### src/rtl/serial_seq_pkg.sv
// Shared types and constants for the serial bit-stream transmitter.
package serial_seq_pkg;

    typedef enum logic [1:0] {IDLE, SHIFT, GAP} tx_state_t;

    localparam int GAP_CNT_W = 4;

endpackage

### src/rtl/serial_seq_if.sv
// Word handshake plus serial stream outputs of serial_seq_tx.
interface serial_seq_if #(
    parameter int WIDTH = 8
);
    logic [WIDTH-1:0] data_in;
    logic             data_valid;
    logic             data_ready;
    logic             out;
    logic             out_valid;
    logic             busy;
    logic             word_done;

    modport master (
        output data_in, data_valid,
        input  data_ready, out, out_valid, busy, word_done
    );

    modport slave (
        input  data_in, data_valid,
        output data_ready, out, out_valid, busy, word_done
    );
endinterface

### src/rtl/serial_seq_shreg.sv
// Load/shift register; o_head_nxt is the head bit the register will hold after this edge,
// so the owner can register it straight onto the serial output.
module serial_seq_shreg #(
    parameter int WIDTH     = 8,
    parameter bit MSB_FIRST = 1'b1
) (
    input  logic             clk,
    input  logic             rst_n,
    input  logic             i_load,
    input  logic             i_shift,
    input  logic [WIDTH-1:0] i_data,
    output logic             o_head_nxt
);
    logic [WIDTH-1:0] r_data;
    logic [WIDTH-1:0] w_data_nxt;

    always_comb begin
        w_data_nxt = r_data;
        if (i_load) begin
            w_data_nxt = i_data;
        end else if (i_shift) begin
            w_data_nxt = MSB_FIRST ? {r_data[WIDTH-2:0], 1'b0} : {1'b0, r_data[WIDTH-1:1]};
        end
    end

    assign o_head_nxt = MSB_FIRST ? w_data_nxt[WIDTH-1] : w_data_nxt[0];

    always_ff @(posedge clk or negedge rst_n) begin
        if (!rst_n) begin
            r_data <= '0;
        end else begin
            r_data <= w_data_nxt;
        end
    end
endmodule

### src/rtl/serial_seq_tx.sv
// Serial transmitter: accepts words over valid/ready, shifts them out one bit per clock,
// then holds the line idle for GAP cycles. All stream outputs come straight from flops.
module serial_seq_tx #(
    parameter int WIDTH     = 8,
    parameter int GAP       = 1,
    parameter bit MSB_FIRST = 1'b1
) (
    input  logic        clk,
    input  logic        rst_n,
    serial_seq_if.slave bus
);
    import serial_seq_pkg::tx_state_t;
    import serial_seq_pkg::IDLE;
    import serial_seq_pkg::SHIFT;
    import serial_seq_pkg::GAP_CNT_W;

    localparam int                   CNT_W    = $clog2(WIDTH);
    localparam logic [CNT_W-1:0]     CNT_LAST = CNT_W'(WIDTH - 1);
    localparam logic [GAP_CNT_W-1:0] GAP_LOAD = (GAP > 0) ? GAP_CNT_W'(GAP - 1) : '0;

    tx_state_t            r_state, w_state_nxt;
    logic [CNT_W-1:0]     r_bit_cnt, w_bit_cnt_nxt;
    logic [GAP_CNT_W-1:0] r_gap_cnt, w_gap_cnt_nxt;
    logic                 r_out, r_out_valid, r_word_done;
    logic                 w_ready, w_accept, w_load, w_shift, w_head_nxt;

    // Ready depends only on state and counters so upstream can never form a loop through it.
    always_comb begin
        w_ready = 1'b0;
        case (r_state)
            IDLE:    w_ready = 1'b1;
            SHIFT:   w_ready = (GAP == 0) && (r_bit_cnt == '0);
            default: w_ready = (r_gap_cnt == '0);
        endcase
    end

    assign w_accept = bus.data_valid && w_ready;

    always_comb begin
        w_state_nxt   = r_state;
        w_bit_cnt_nxt = r_bit_cnt;
        w_gap_cnt_nxt = r_gap_cnt;
        w_load        = 1'b0;
        w_shift       = 1'b0;
        case (r_state)
            IDLE: begin
                if (w_accept) begin
                    w_state_nxt   = SHIFT;
                    w_bit_cnt_nxt = CNT_LAST;
                    w_load        = 1'b1;
                end
            end
            SHIFT: begin
                w_shift = 1'b1;
                if (r_bit_cnt != '0) begin
                    w_bit_cnt_nxt = r_bit_cnt - 1'b1;
                end else if (GAP > 0) begin
                    w_state_nxt   = serial_seq_pkg::GAP;
                    w_gap_cnt_nxt = GAP_LOAD;
                end else if (w_accept) begin
                    w_bit_cnt_nxt = CNT_LAST;
                    w_load        = 1'b1;
                end else begin
                    w_state_nxt = IDLE;
                end
            end
            default: begin
                if (r_gap_cnt != '0) begin
                    w_gap_cnt_nxt = r_gap_cnt - 1'b1;
                end else if (w_accept) begin
                    w_state_nxt   = SHIFT;
                    w_bit_cnt_nxt = CNT_LAST;
                    w_load        = 1'b1;
                end else begin
                    w_state_nxt = IDLE;
                end
            end
        endcase
    end

    always_ff @(posedge clk or negedge rst_n) begin
        if (!rst_n) begin
            r_state     <= IDLE;
            r_bit_cnt   <= '0;
            r_gap_cnt   <= '0;
            r_out       <= 1'b0;
            r_out_valid <= 1'b0;
            r_word_done <= 1'b0;
        end else begin
            r_state     <= w_state_nxt;
            r_bit_cnt   <= w_bit_cnt_nxt;
            r_gap_cnt   <= w_gap_cnt_nxt;
            r_out       <= (w_state_nxt == SHIFT) && w_head_nxt;
            r_out_valid <= (w_state_nxt == SHIFT);
            r_word_done <= (w_state_nxt == SHIFT) && (w_bit_cnt_nxt == '0);
        end
    end

    serial_seq_shreg #(
        .WIDTH     (WIDTH),
        .MSB_FIRST (MSB_FIRST)
    ) u_shreg (
        .clk        (clk),
        .rst_n      (rst_n),
        .i_load     (w_load),
        .i_shift    (w_shift),
        .i_data     (bus.data_in),
        .o_head_nxt (w_head_nxt)
    );

    assign bus.data_ready = w_ready;
    assign bus.out        = r_out;
    assign bus.out_valid  = r_out_valid;
    assign bus.word_done  = r_word_done;
    assign bus.busy       = (r_state != IDLE);
endmodule

### src/flat_wrapper.sv
// flat-port wrapper written by rule: the top's interface ports become plain ports
module serial_seq_tx_flat import serial_seq_pkg::tx_state_t; import serial_seq_pkg::IDLE; import serial_seq_pkg::SHIFT; import serial_seq_pkg::GAP_CNT_W;
#(
    parameter int WIDTH     = 8,
    parameter int GAP       = 1,
    parameter bit MSB_FIRST = 1'b1
)
  (clk, rst_n, bus_data_in, bus_data_valid, bus_data_ready, bus_out, bus_out_valid, bus_busy, bus_word_done);
  serial_seq_if #(.WIDTH(WIDTH)) bus_i ();
  input  logic clk;
  input  logic rst_n;
  input wire logic [$bits(bus_i.data_in)-1:0] bus_data_in;
  input wire logic [$bits(bus_i.data_valid)-1:0] bus_data_valid;
  output wire logic [$bits(bus_i.data_ready)-1:0] bus_data_ready;
  output wire logic [$bits(bus_i.out)-1:0] bus_out;
  output wire logic [$bits(bus_i.out_valid)-1:0] bus_out_valid;
  output wire logic [$bits(bus_i.busy)-1:0] bus_busy;
  output wire logic [$bits(bus_i.word_done)-1:0] bus_word_done;
  assign bus_i.data_in = bus_data_in;
  assign bus_i.data_valid = bus_data_valid;
  assign bus_data_ready = bus_i.data_ready;
  assign bus_out = bus_i.out;
  assign bus_out_valid = bus_i.out_valid;
  assign bus_busy = bus_i.busy;
  assign bus_word_done = bus_i.word_done;
  serial_seq_tx #(.WIDTH(WIDTH), .GAP(GAP), .MSB_FIRST(MSB_FIRST)) u_core (.clk(clk), .rst_n(rst_n), .bus(bus_i));
endmodule
### config.mk
export PLATFORM = sky130hd
export DESIGN_NAME = serial_seq_tx_flat
export DESIGN_NICKNAME = d
export VERILOG_FILES = /design/src/rtl/serial_seq_pkg.sv /design/src/rtl/serial_seq_if.sv /design/src/rtl/serial_seq_shreg.sv /design/src/rtl/serial_seq_tx.sv /design/src/flat_wrapper.sv
export SDC_FILE = /design/constraint.sdc
export NUM_CORES = 1
export LEC_CHECK = 0
export CAP_MARGIN = 20
export CORE_ASPECT_RATIO = 0.7
export CORE_MARGIN = 10
export CORE_UTILIZATION = 36
export DETAILED_ROUTE_END_ITERATION = 6
export PLACE_DENSITY = 0.56
export SLEW_MARGIN = 20
export SYNTH_ARGS = -nofsm -noshare
export SYNTH_HDL_FRONTEND = slang
export SYNTH_HIERARCHICAL = 1
export SYNTH_SLANG_ARGS = --single-unit
export TNS_END_PERCENT = 50
### constraint.sdc
create_clock -name clk -period 4.69 [get_ports clk]
set_clock_uncertainty 0.2 [all_clocks]
set_input_delay 0.7035 -clock clk [delete_from_list [all_inputs] [get_ports clk]]
set_output_delay 0.7035 -clock clk [all_outputs]
set_load 0.05 [all_outputs]
==> results of run 1 <==
## logic make-up (layout without fill, tap and decap cells)
logic type | Yosys count | in the layout | synth area share, %
buf+inv | 8 | 25 | 4.30
mux | 9 | 9 | 8.36
compound gates | 22 | 22 | 14.4
simple gates | 37 | 37 | 21.8
fa+ha+maj | 4 | 4 | 4.65
flops | 20 | 20 | 46.5
## power by group through the flow
stage	Combinational, mW	Clock [mW]	Sequential (mW)
after floorplan	0.286	0	0.300
after global placement	0.391	0	0.281
after detailed placement	0.391	0	0.282
after CTS	0.394	0.137	0.279
after global routing	0.436	0.147	0.288
final	0.388	0.131	0.279
## state kept, by name, summed over array words and instances, names as in the netlist
| register | count |
|---|---|
| u_core/u_shreg/r_data | 8 |
| u_core/r_gap_cnt | 4 |
| u_core/r_bit_cnt | 3 |
| u_core/r_state | 2 |
| u_core/bus.out | 1 |
| u_core/bus.out_valid | 1 |
| u_core/bus.word_done | 1 |
## critical path, cell delays in order (launching register included)
cell             delay, ns
dfrtp_1               0.38
inv_1                 0.11
ha_1                  0.20
nor3b_2               0.31
nand2_1               0.14
nand2_1               0.10
clkdlybuf4s50_1       0.80
## metal layers
metal  wire (um)  vias up  share of wire (%)
li1            -      393                  -
met1        1130      363                 54
met2         853       11                 40
met3         117        2                5.5
met4           9        0               0.43
met5           0        -                  0
## per-stage QoR
step / setup WS (ns) / hold WS, ns / area (um2) / std cells / utilization (%)
2_1_floorplan: 2.44 / 0.208 / 1080 / 100 / -
3_3_place_gp: 1.82 / 0.279 / 1250 / 149 / 44.4
3_5_place_dp: 1.80 / 0.281 / 1250 / 149 / 44.4
4_1_cts: 1.50 / 0.299 / 1310 / 153 / 46.3
5_1_grt: 1.33 / 0.332 / 1310 / 153 / 46.3
6_report: 1.49 / 0.293 / 1310 / 153 / 46.3
## cell usage in the layout (no fill, tap or decap), types with 2 or more instances in the layout
| cell type | n |
|---|---|
| clkbuf_8 | 4 |
| nor3_1 | 2 |
| nand3_1 | 5 |
| nand2b_1 | 2 |
| inv_1 | 5 |
| nand2_1 | 13 |
| o21ai_1 | 8 |
| and2_1 | 2 |
| mux2i_1 | 9 |
| clkdlybuf4s50_1 | 15 |
| nand4bb_1 | 2 |
| nor2_1 | 2 |
| dfrtp_1 | 20 |
| ha_1 | 4 |
| o21a_1 | 2 |
## path summary, 6_finish.rpt
path,start,slack (ns),end
worst max-delay path,u_core/r_gap_cnt[0],1.49,bus_data_ready
worst min-delay path,u_core/r_bit_cnt[1],0.29,u_core/r_bit_cnt[1]
worst max register to register,u_core/r_gap_cnt[0],2.55,u_core/bus.out
worst min register to register,u_core/r_bit_cnt[1],0.29,u_core/r_bit_cnt[1]
max in group asynchronous,rst_n,2.98,u_core/r_state[1]
min in group asynchronous,rst_n,0.75,u_core/r_gap_cnt[3]
## cell type report
class	instances	area [um2]	area share [%]
tap	36	45.0	3.44
clock buffer	4	55.1	4.21
multi-input combinational	72	531	40.6
inverter	5	18.8	1.44
sequential	20	500	38.3
timing repair buffer	16	158	12.1
==> flow_summary.rst, run 1 <==
.. list-table::
   :header-rows: 1

   * - Metric
     - Value
   * - Run status
     - complete, no violations
   * - Most used routing layer in global routing
     - met1
   * - Total setup violations reported at the end of the flow
     - 0
   * - Syn. warnings
     - 6
   * - Maximum number of pins on one net before global-route repair
     - 21
   * - CP required
     - 3.79 ns
   * - Remaining Overflow, GRT
     - 0
   * - Routed vias
     - 769
   * - GRT Resource Usage Total
     - 8.16%
   * - DRC violations left
     - 0
   * - Max cap viols
     - 0
   * - Antenna Nets Post-Route
     - 0
   * - Via-to-Cell Ratio
     - 5.03
   * - Maximum fanout along the worst path
     - 5
   * - Nets
     - 133
   * - Vias in the first global route
     - 740
   * - GR Util met2
     - 10.8%
   * - Synth top area cells
     - dfrtp_1 46%, mux2i_1 8.4%, ha_1 4.6%
   * - Total power density per cell area
     - 610 mW/mm2
   * - Cell area after synthesis
     - 0.00108 mm2
   * - Layout cells sized above 1
     - 11.1%
   * - Root buffer cell
     - clkbuf_8
   * - NetSw
     - 0.322 mW
   * - Number of gates resized after cts
     - 0
   * - Site Rows
     - 16
   * - Dominant synthesized flop cell
     - dfrtp_1
   * - Worst reg2reg path depth
     - 9
   * - Crit path DAT
     - 2.29 ns
   * - Hold-fix buffers, CTS
     - 0
   * - Proportion of netlist area held by the largest area contributor
     - 46.5%
   * - Effective utilization at floorplan
     - 38.2%
   * - Area grow syn2layout
     - 21.4%
   * - First-pass GRT wire length
     - 3.74 mm
   * - Estimated wirelength of the detail-placed design
     - 1.59 mm
   * - Relative slew slack
     - 39.4%
   * - Setup TNS
     - 0 ns
   * - GRT met1 Usage
     - 11.3%
   * - Syn_nets
     - 115
   * - Die Width
     - 85.4 um
   * - Initial antenna violation count
     - 0
   * - Portion of the post-synthesis area used by sequential elements
     - 46.5%
   * - CTS tree
     - done
   * - Port bufs
     - 15
   * - Area leader, netlist
     - dfrtp_1
   * - CP endpoint kind
     - output port
   * - Last weighted congestion value of the routability-driven placer
     - 0.717
   * - Post-CTS Setup Inserts
     - 0
   * - Total power of the final layout
     - 0.798 mW
   * - Number of cells produced by synthesis
     - 100
   * - Floorplan core area
     - 0.00282 mm2
   * - Kind of path behind the tightest hold check
     - flip-flop to flip-flop
   * - Slew at the pin closest to its max-slew limit
     - 0.906 ns
   * - Count of boundary I/O pins
     - 16
   * - Kind of critical path
     - flip-flop to output port
   * - Max frequency
     - 313 MHz
   * - Count leader, synth
     - dfrtp_1
   * - Hold Crit Depth
     - 1
   * - Most used standard cells in the synthesized netlist
     - 20 x dfrtp_1, 13 x nand2_1, 9 x mux2i_1, 8 x o21ai_1
   * - Part of the power in registers
     - 35.0%
   * - Longest Clk Path Bufs
     - 2
   * - Flops & latches, synth
     - 20
   * - Clk_lat worst skew
     - 0.26 ns
   * - Leakage power of the design
     - 0.585 nW
   * - Int Pwr
     - 0.476 mW
   * - Ys async rst share
     - 100%
   * - Post-synth EDFFs
     - 0
   * - Die Height
     - 65.8 um
   * - Share of power burned in the clock network
     - 16.4%
   * - Final hold violation count
     - 0
   * - Mean post-synth cell area
     - 10.8 um2
   * - Initial DRC count
     - 90
   * - Detail-routed net length per standard cell
     - 13.8 um
   * - Final Max Tran Viols
     - 0
   * - Setup repair after global routing missed its margin
     - false
   * - Switch share
     - 40.4%
   * - Fillers
     - 273
   * - Cts bufs inserted
     - 3
   * - H-tree levels
     - 1
   * - Category of the worst setup path launch point
     - flip-flop
   * - Clk slew on worst S/H paths
     - 0.07 ns
   * - Routed wire length
     - 2.11 mm
   * - Global routing met3 resource utilization
     - 4.06%
   * - VDD IR-drop max
     - 283 uV
   * - Ant. Diodes
     - 0
   * - Total iterations of the first detailed-routing run
     - 2
   * - Logic gate share of total power
     - 48.6%
   * - Netlist cell types
     - 36
   * - Die area
     - 0.00562 mm2
   * - Final Cycle Share
     - 68.1%
   * - Number of sinks handled by clock tree synthesis
     - 20
   * - Min cycle time layout
     - 3.20 ns
Power figures use the tool's default switching activity.
==> inputs of run 2 (changes only) <==
==> constraint.sdc (replaced) <==
create_clock -name clk -period 3.27 [get_ports clk]
set_clock_uncertainty 0.2 [all_clocks]
set_input_delay 0.4905 -clock clk [delete_from_list [all_inputs] [get_ports clk]]
set_output_delay 0.4905 -clock clk [all_outputs]
set_load 0.05 [all_outputs]
==> flow_summary.rst, run 2 (same netlist as run 1, synthesis figures left out) <==
.. list-table::
   :header-rows: 1

   * - Metric
     - Value
   * - Leakage power of the design
     - 0.585 nW
   * - Largest registers in the final layout
     - u_core/u_shreg/r_data: 8 flops, u_core/r_gap_cnt: 4 flops, u_core/r_bit_cnt: 3 flops
   * - DR top layer
     - met4
   * - Longest Clk Path Bufs
     - 2
   * - Max frequency
     - 335 MHz
   * - Category of the worst setup path launch point
     - flip-flop
   * - Final hold violation count
     - 0
   * - Min Hold Slack
     - 0.291 ns
   * - Capture endpoint of the worst hold path
     - u_core/r_bit_cnt[1]
   * - Via-to-Cell Ratio
     - 4.98
   * - Floorplan core area
     - 0.00282 mm2
   * - Part of the power in registers
     - 35.1%
   * - CTS tree
     - done
   * - Worst path top cell family by delay
     - buffers and inverters
   * - Count of boundary I/O pins
     - 16
   * - Layout cells sized above 1
     - 11.1%
   * - DRC violations left
     - 0
   * - Effective utilization at floorplan
     - 38.2%
   * - Max cap viols
     - 0
   * - Total iterations of the first detailed-routing run
     - 4
   * - VDD IR-drop max
     - 341 uV
   * - Met3 Routed Length
     - 136 um
   * - Die Width
     - 85.4 um
   * - Die area
     - 0.00562 mm2
   * - Logic gate share of total power
     - 48.7%
   * - Worst reg2reg path depth
     - 8
   * - Port bufs
     - 15
   * - Initial antenna violation count
     - 0
   * - Post-CTS Setup Inserts
     - 0
   * - Nets
     - 133
   * - Delay contributed by the slowest stage of the critical path
     - 0.80 ns
   * - Ant. Diodes
     - 0
   * - Routed vias
     - 762
   * - Maximum fanout along the worst path
     - 5
   * - Detail-routed net length per standard cell
     - 13.8 um
   * - Relative slew slack
     - 39.1%
   * - Maximum number of pins on one net before global-route repair
     - 21
   * - Cts bufs inserted
     - 3
   * - GRT Resource Usage Total
     - 7.57%
   * - Reg2Reg Capture Point
     - u_core/u_shreg/r_data[0]
   * - Non-filler instance count after layout
     - 153
   * - Min cycle time layout
     - 2.98 ns
   * - Highest-count cells in the layout ignoring fill and taps
     - 20 x dfrtp_1, 15 x clkdlybuf4s50_1, 13 x nand2_1
   * - Total power density per cell area
     - 872 mW/mm2
   * - Remaining Overflow, GRT
     - 0
   * - H-tree levels
     - 1
   * - Reg2Reg Setup Slack
     - 1.13 ns
   * - Last weighted congestion value of the routability-driven placer
     - 0.719
   * - NetSw
     - 0.458 mW
   * - CP required
     - 2.58 ns
   * - Critical-path cell with the highest stage delay
     - clkdlybuf4s50_1
   * - Setup repair after global routing missed its margin
     - false
   * - Metal2 WL
     - 821 um
   * - Vias in the first global route
     - 719
   * - Hold Crit Depth
     - 1
   * - Number of sinks handled by clock tree synthesis
     - 20
   * - Number of gates resized after cts
     - 0
   * - Levels on crit path
     - 6
   * - Estimated wirelength of the detail-placed design
     - 1.57 mm
   * - Setup TNS
     - 0 ns
   * - Run status
     - complete, no violations
   * - Initial DRC count
     - 53
   * - Largest register FFs
     - 8
   * - Area grow syn2layout
     - 21.4%
   * - Total setup violations reported at the end of the flow
     - 0
   * - Clk_lat worst skew
     - 0.25 ns
   * - CP endpoint kind
     - output port
   * - First-pass GRT wire length
     - 3.47 mm
   * - Kind of path behind the tightest hold check
     - flip-flop to flip-flop
   * - Wire length on met1
     - 1.15 mm
   * - Final Cycle Share
     - 91.2%
   * - Slew at the pin closest to its max-slew limit
     - 0.911 ns
   * - Buffer and inverter count on the worst path
     - 2
   * - Source of the worst hold timing path
     - u_core/r_bit_cnt[1]
   * - Switch share
     - 40.2%
   * - Antenna Nets Post-Route
     - 0
   * - Hold-fix buffers, CTS
     - 0
   * - Cells traversed along the worst timing path
     - inv_1 > ha_1 > nor3b_2 > nand2_1 > nand2_1 > clkdlybuf4s50_1
   * - Share of power burned in the clock network
     - 16.2%
   * - Die Height
     - 65.8 um
   * - Root buffer cell
     - clkbuf_8
   * - Site Rows
     - 16
   * - Worst path most repeated cell
     - nand2_1
   * - Start of the worst register-to-register path
     - u_core/r_gap_cnt[0]
   * - Int Pwr
     - 0.682 mW
   * - Routed wire length
     - 2.12 mm
   * - Crit path DAT
     - 2.29 ns
   * - Final Max Tran Viols
     - 0
   * - Kind of critical path
     - flip-flop to output port
   * - Register with the most flip-flops
     - u_core/u_shreg/r_data
   * - Clk slew on worst S/H paths
     - 0.07 ns
   * - Most common cell after layout, fill and taps aside
     - dfrtp_1
   * - Number of placed cells counting well taps
     - 149
## run 2: cell counts in the layout (fill, tap and decap cells not counted)
Identical to the previous run, type by type.
## run 2: cell type report
cell class | instances | area, um2
Tap cell | 36 | 45.0
Inverter | 5 | 18.8
Clock buffer | 4 | 55.1
Multi-Input combinational cell | 72 | 531
Sequential cell | 20 | 500
Fill cell | 274 | 1520
Timing Repair Buffer | 16 | 158
## run 2: stage by stage
stage / area, um2 / setup slack [ns] / util, % / total power, mW
finish: 1310 / 0.287 / 46.3 / 1.14
global route: 1310 / 0.151 / 46.3 / 1.24
CTS: 1310 / 0.290 / 46.3 / 1.16
detailed placement: 1250 / 0.578 / 44.4 / 0.963
global placement: 1250 / 0.614 / 44.4 / 0.963
floorplan: 1080 / 1.03 / - / 0.839
## run 2: worst max-delay path by stage
stage / start / end / slack [ns]
finish: u_core/r_gap_cnt[0] / bus_data_ready / 0.29
global route: u_core/r_gap_cnt[0] / bus_data_ready / 0.15
CTS: u_core/r_gap_cnt[0] / bus_data_ready / 0.29
detailed placement: u_core/r_gap_cnt[0] / bus_data_ready / 0.58
global placement: u_core/r_gap_cnt[0] / bus_data_ready / 0.61
floorplan: u_core/r_gap_cnt[0] / u_core/bus.out / 1.03
## run 2: routing by layer
layer  vias up  global-route usage [%]
met4         0                    1.84
met3         2                    4.06
li1        394                       -
met2        13                    10.2
met1       353                    10.2
met5         -                       0
## run 2: worst register-to-register path: cells and delay by family (launching register included)
family,cells,cell delay (ns)
AOI/OAI and AO/OA,2,0.41
buffers and inverters,2,0.34
DFF,1,0.38
adders and majority gates,1,0.20
and+or+nand+nor,3,0.51
## run 2: power by group through the flow
stage          Sequential (mW)  Clock, mW  Combinational [mW]
6_report                 0.400      0.185               0.555
5_1_grt                  0.413      0.210               0.614
4_1_cts                  0.400      0.195               0.563
3_5_place_dp             0.405          0               0.558
3_3_place_gp             0.403          0               0.560
2_1_floorplan            0.430          0               0.410
